==> src/rtl/fft_frame_fifo.sv <==
// Frame-gated FIFO feeding the FFT core: words are released only in whole frames of FRAME_LEN.
// Latency: a word is on dout the cycle after it is written; valid_o rises one edge after level reaches FRAME_LEN.
// Backpressure: writes while full are dropped (sticky overflow); reads are honoured only while valid_o is high.
// Optional frame markers on sof_o/eof_o are built when FFT_FRAME_MARKERS_EN is defined, otherwise tied low.
module fft_frame_fifo #(
    parameter int DATA_W    = 22,
    parameter int DEPTH     = 128,
    parameter int FRAME_LEN = 64,
    localparam int CNT_W    = $clog2(DEPTH) + 1
) (
    input  logic              CLK,
    input  logic              RST,
    input  logic              wr_en,
    input  logic [DATA_W-1:0] din,
    output logic              full,
    output logic              overflow,
    output logic [CNT_W-1:0]  level,
    input  logic              flush,
    output logic              valid_o,
    output logic [DATA_W-1:0] dout,
    input  logic              rd_en,
    output logic              sof_o,
    output logic              eof_o
);

    localparam int PTR_W  = $clog2(DEPTH);
    localparam int BEAT_W = $clog2(FRAME_LEN);

    localparam logic [CNT_W-1:0]  DEPTH_C   = CNT_W'(DEPTH);
    localparam logic [CNT_W-1:0]  FRAME_C   = CNT_W'(FRAME_LEN);
    localparam logic [BEAT_W-1:0] BEAT_LAST = BEAT_W'(FRAME_LEN - 1);

    localparam logic [0:0] ST_IDLE   = 1'b0;
    localparam logic [0:0] ST_STREAM = 1'b1;

    // Reject configurations the pointer wrap and frame gating cannot support.
    if ((DEPTH & (DEPTH - 1)) != 0) begin : g_depth_chk
        $error("fft_frame_fifo: DEPTH must be a power of two");
    end
    if ((FRAME_LEN > DEPTH) || (FRAME_LEN < 2)) begin : g_frame_chk
        $error("fft_frame_fifo: FRAME_LEN must be in 2..DEPTH");
    end

    logic [DATA_W-1:0] mem [DEPTH];
    logic [PTR_W-1:0]  wr_ptr;
    logic [PTR_W-1:0]  rd_ptr;
    logic [0:0]        state;
    logic [BEAT_W-1:0] beat;

    logic              wr_acc;
    logic              wr_drop;
    logic              rd_acc;
    logic              frame_end;
    logic [CNT_W-1:0]  level_nxt;

    assign valid_o = (state == ST_STREAM);
    assign dout    = mem[rd_ptr];

    // Handshake qualification and next occupancy; flush masks both sides for this cycle.
    always_comb begin
        wr_acc    = wr_en & ~full & ~flush;
        wr_drop   = wr_en & full & ~flush;
        rd_acc    = rd_en & valid_o & ~flush;
        level_nxt = level + CNT_W'(wr_acc) - CNT_W'(rd_acc);
        frame_end = rd_acc & (beat == BEAT_LAST);
    end

    // Storage array: no reset needed, contents are qualified by the pointers.
    always_ff @(posedge CLK) begin
        if (!RST && wr_acc) begin
            mem[wr_ptr] <= din;
        end
    end

    // Pointers, occupancy and full flag; full follows the next occupancy so it is registered.
    always_ff @(posedge CLK) begin
        if (RST || flush) begin
            wr_ptr <= '0;
            rd_ptr <= '0;
            level  <= '0;
            full   <= 1'b0;
        end else begin
            if (wr_acc) begin
                wr_ptr <= wr_ptr + PTR_W'(1);
            end
            if (rd_acc) begin
                rd_ptr <= rd_ptr + PTR_W'(1);
            end
            level <= level_nxt;
            full  <= (level_nxt == DEPTH_C);
        end
    end

    // Sticky overflow: set by any write that hits a full buffer, cleared only by reset or flush.
    always_ff @(posedge CLK) begin
        if (RST || flush) begin
            overflow <= 1'b0;
        end else if (wr_drop) begin
            overflow <= 1'b1;
        end
    end

    // Frame gating: start a frame only with a full frame buffered, chain frames while one more is ready.
    always_ff @(posedge CLK) begin
        if (RST || flush) begin
            state <= ST_IDLE;
            beat  <= '0;
        end else begin
            case (state)
                ST_IDLE: begin
                    beat <= '0;
                    if (level >= FRAME_C) begin
                        state <= ST_STREAM;
                    end
                end
                ST_STREAM: begin
                    if (frame_end) begin
                        beat <= '0;
                        // level_nxt already accounts for this read and any same-cycle write.
                        if (level_nxt < FRAME_C) begin
                            state <= ST_IDLE;
                        end
                    end else if (rd_acc) begin
                        beat <= beat + BEAT_W'(1);
                    end
                end
                default: begin
                    state <= ST_IDLE;
                    beat  <= '0;
                end
            endcase
        end
    end

`ifdef FFT_FRAME_MARKERS_EN
    // Frame boundary markers decoded from the registered beat counter.
    always_comb begin
        sof_o = valid_o & (beat == '0);
        eof_o = valid_o & (beat == BEAT_LAST);
    end
`else
    // Markers not built: outputs held low.
    always_comb begin
        sof_o = 1'b0;
        eof_o = 1'b0;
    end
`endif

endmodule
==> config.mk <==
export PLATFORM = sky130hd
export DESIGN_NAME = fft_frame_fifo
export DESIGN_NICKNAME = d
export VERILOG_FILES = /design/src/rtl/fft_frame_fifo.sv
export SDC_FILE = /design/constraint.sdc
export NUM_CORES = 2
export LEC_CHECK = 0
export CAP_MARGIN = 25
export CORE_MARGIN = 1
export CORE_UTILIZATION = 58
export CTS_CLUSTER_SIZE = 10
export DETAILED_ROUTE_END_ITERATION = 10
export PLACE_DENSITY = 0.74
export REMOVE_ABC_BUFFERS = 1
export SYNTH_ARGS = -nofsm -noshare
export SYNTH_HDL_FRONTEND = slang
export SYNTH_SLANG_ARGS = --single-unit
==> constraint.sdc <==
create_clock -name CLK -period 6.2 [get_ports CLK]
set_clock_uncertainty 0.2 [all_clocks]
set_input_delay 1.24 -clock CLK [delete_from_list [all_inputs] [get_ports CLK]]
set_output_delay 1.24 -clock CLK [all_outputs]
set_load 0.01 [all_outputs]
# [Yosys cells after proc, flatten, opt, wreduce, memory -nomap -nowiden]
# Memory sizes are Yosys's and may differ from the RTL's. A register that Yosys moved wholly into a read port is not among the register bits.
# Cells that the tools add are included.
[word_totals] ff_bits=31 ramBits=2816 in_bits=27 out_inout_bits=35 wordCells=42 mem_count=1
[classes] addsub=5 n_lt_le_gt_ge=2 n_eq_ne=3 mux=11 bitwise_logic=10 reduce_logical=3
[memory_table] name="mem" words=128 word_bits=22 rd=1 rd_ports_with_merged_regs=1 write_ports=1 line="44" source="logic [DATA_W-1:0] mem [DEPTH];"
[op_table] cell="$add 7x1->7 const B" n=2
[op_table] cell="$mux 7" n=2
[op_table] cell="$mux 6" n=2
[op_table] cell="$pmux 6 s2" n=1
[op_table] cell="$add 8x1->8" n=1
[op_table] cell="$eq 8x8->1 const B" n=1
[op_table] cell="$ge 8x7->1 const B" n=1
[op_table] cell="$lt 8x7->1 const B" n=1
[op_table] cell="$sub 8x1->8" n=1
[op_table] cell="$and 1x1->1" n=7
[op_table] cell="$add 6x1->6 const B" n=1
[op_table] cell="$eq 6x6->1 const B" n=1
[op_table] cell="$mux 1" n=5
[op_table] cell="$ne 3x1->1 const B" n=1
[op_table] cell="$not 1->1" n=3
[op_table] cell="$pmux 1 s2" n=1
[op_table] cell="$logic_and 1x1->1" n=1
[op_table] cell="$logic_not 1->1" n=1
[op_table] cell="$logic_or 1x1->1" n=1

# [Longest topological paths before layout]
[logic_depth] word_depth=9 depth_mapped=15 depth_no_buf=14

# [Worst setup path after synthesis]
# OpenSTA, ideal clock, no wires.
[synth_timing] kind="in2reg" start="input flush" end="memory mem[111][0], enable pin" setup_time_ns=0.429 arrival_ns=4.021 path_slack_ns=1.550 cell_stages=6 cell_sequence="nor3b_1 and2_1 clkbuf_1 nand3_2 clkbuf_1 nor3_1"
[synth_via] elab_chain_cells=5
[synth_rtl] item="from (decl)" line="18" source="input logic flush,"
[synth_rtl] item="$not 1->1" line="61" source="wr_acc = wr_en & ~full & ~flush;"
[synth_rtl] item="$and 1x1->1" line="61"
[synth_rtl] item="$logic_and 1x1->1" line="70" source="if (!RST && wr_acc) begin"
[synth_rtl] item="$mux 1" line="70"
[synth_rtl] item="$mux 1 (implied by the code)" line="71" source="mem[wr_ptr] <= din;"
[synth_rtl] item="to (decl)" line="44"
# No other way between the ends.

==> impl_metrics.yaml <==
min_path:
  worstHoldEndpoint: "overflow"
  hold_path.startpoint: "overflow"
  min_path_cells: 2
  hold_class: "flip-flop to flip-flop"
power:
  irDropWorstVdd_v: 0.0002994
  pwr-share-comb_pct: 1.9
  p_sw_share_pct: 19.27
  switchingPower_mw: 7.424
  p_int_mw: 31.10
  pwr-share-seq_pct: 55.1
  power.leakage_nw: 37.09
  clkPwrFrac_pct: 43.0
  finalPower_mw: 38.53
  p_per_area_mw_per_mm2: 312.4
routing:
  ant_nets: 0
  dr.first_iter.drc_count: 9072
  drc: 0
  wire_per_inst_um: 33.09
  drtPass1Iterations: 6
  wl_um: 272800
  vias: 56210
  routed_via_density: 6.818
sta:
  finalHoldViolCount: 0
  fin_crit_ns: 6.122
  setup_ws_ns: 0.07848
  slew_headroom_pct: 27.34
  max_freq_ghz: 0.1634
  tightestPinTransition_ns: 1.090
  finalSetupViolations: 0
  post-route-period-util_pct: 98.73
  fin_hold_ws_ns: 0.2756
  slew_violations: 0
  grt_setup_unrepaired: "no"
setup_path:
  crit_path_max_fanout: 70
  reg2reg_slack_ns: 2.35
  r2r-start: "full"
  start_kind: "flip-flop"
  r2r_cells: 7
  required_ns: 4.76
  endpoint_kind: "output pin"
  critical_path_class: "flip-flop to output pin"
  rr_endpoint: "mem[113][3]"
  arrival_ns: 4.68
global_routing:
  overflow: 0
  grt_pass1_vias: 55560
  antenna_found_initial: 16
  grt_max_degree: 90
  grt_first_pass_wirelength_um: 390000
  grt_use_total_pct: 28.66
clock_tree:
  clkTransAtPathRegs_ns: 0.06
  cts_sinks: 2854
  cts_tree: "done"
  root_buffer: "clkbuf_16"
  clockBufferDepth: 4
  worst_skew_pair.late_latency_ns: 0.93
  numCtsBuffers: 336
  cts.htree.levels: 5
cells_and_area:
  fin_nets: 5760
  instances_no_fill: 8245
  final_area_mm2: 0.1233
  layout-drive-gt1-share_pct: 22.35
  fill_cells: 11430
  area.growth.synth_to_final_pct: 13.05
floorplanning:
  pin_count: 62
  die_w_um: 435.7
  rows: 158
  core_mm2: 0.1860
  die-area_mm2: 0.1898
  start_util_pct: 58.64
  die_y_um: 435.7
synth:
  yosysSeqAreaShare_pct: 78.22
  avgSynthCellArea_um2: 20.49
  syn_inst: 5324
  yosys_warnings: 0
  synth_enable_flop_cells: 2816
  synth.cell_area_mm2: 0.1091
  synth_top_cell_area_share_pct: 77.52
  ys_types: 47
  synth_top_area_cell: "edfxtp_1"
  async_flop_share_pct: 0
  synth-main-ff-cell: "edfxtp_1"
  ys_ff_latch: 2854
  synthTopCellsByArea: "edfxtp_1, mux4_2, mux2i_1, a22oi_1, dfxtp_1"
outcome:
  status: "complete, no violations"
place:
  post_dp_cell_area_mm2: 0.1144
  pre_cts_ws_ns: 0.4980
  io_buffers: 59
  place.gp.congestion: 0.8456
  dpl.hpwl_um: 155100
  place_inst: 7848
job:
  max_cap_violations: 0
## cell usage after synthesis, types with 19 or more instances
library cell	count
nand3_1	142
nor3_1	54
buf_4	19
buf_2	113
nor2_1	118
dfxtp_1	38
mux4_2	440
edfxtp_1	2816
clkbuf_1	151
nand4_1	50
nand2_1	139
mux2i_1	528
a22oi_1	462
nor4_1	21
buf_1	21
a21oi_1	96
## state kept, by name, indices dropped and copies added (netlist names), named ones only
signal    flops
beat          6
full          1
level         8
mem        2816
overflow      1
rd_ptr        7
valid_o       1
wr_ptr        7
## power by group through the flow
stage                     Combinational (mW)  Clock (mW)  Sequential (mW)
after floorplan                        0.281           0             21.6
after global placement                 0.676           0             21.6
after detailed placement               0.706           0             21.6
after CTS                              0.713        16.7             21.2
after global routing                   0.754        17.4             21.2
final                                  0.720        16.6             21.2
## cell type report
| type | count | area (µm²) | area share (%) |
|---|---|---|---|
| Sequential cell | 2854 | 85330 | 69.20 |
| Tap cell | 2480 | 3103 | 2.516 |
| Clock inverter | 9 | 100.1 | 0.08117 |
| Inverter | 17 | 63.81 | 0.05175 |
| Clock buffer | 368 | 8613 | 6.985 |
| Timing Repair Buffer | 367 | 3189 | 2.586 |
| Antenna cell | 6 | 15.01 | 0.01218 |
| Multi-Input combinational cell | 2144 | 22900 | 18.57 |
## cell usage in the layout, fill, tap and decap left out, types with 82 or more instances in the layout
cell,instances
a22oi_1,458
mux2i_1,528
nand3_1,142
mux4_2,440
edfxtp_1,2816
buf_4,301
a21oi_1,96
clkbuf_16,340
nor2_2,82
nand2_1,139
## cell families after synthesis
kind of cell | share of synthesized area (%)
AOI/OAI and AO/OA | 3.742
xor gates and xnor gates | 0.1365
adders and majority gates | 0.1560
buffers and inverters | 1.361
DFF | 78.22
muxes | 13.94
other | 0.003438
and+or+nand+nor | 2.444
## how the worst max path moves through the flow
stage | endpoint | from | cells after the start | slack (ns)
after floorplan | dout[20] | flip-flop | 6 | -35.10
after global placement | dout[13] | flip-flop | 8 | 0.37
after detailed placement | dout[13] | flip-flop | 8 | 0.50
after CTS | dout[15] | flip-flop | 9 | 0.002
after global routing | dout[5] | flip-flop | 10 | 0.03
final | dout[5] | flip-flop | 10 | 0.08
## per-stage QoR
step,utilization [%],setup TNS (ns)
final,66.29,0
after global routing,66.29,0
after CTS,66.21,0
after detailed placement,61.49,0
after global placement,61.49,0
after floorplan,-,-771.97
## metal layers
metal / global-route usage (%) / part of all wire [%] / wire length, µm
met4: 10.07 / 3.5 / 9630
met3: 6.664 / 12 / 31840
met1: 40.97 / 38 / 102600
met5: 0 / 0.016 / 45
met2: 43.85 / 47 / 128700
## repair_timing
action | in CTS | in global routing
gates resized for setup | 8 | 2
pin swaps | 1 | 0
setup endpoints to repair | 20 | 12
hold buffers | 0 | 0
buffers inserted | 1 | 12
## worst max-delay path, cell delays in order, from the launching register on
cell and delay (ns):
dfxtp_1 0.80, nor2b_4 0.35, buf_12 0.34, buf_4 0.30
a22oi_1 0.09, nand3_1 0.23, nand4_1 0.31, a22oi_2 0.40
buf_4 0.20, nand2_1 0.10, clkdlybuf4s50_1 0.51
No activity file was read; power rests on OpenSTA's default activity.
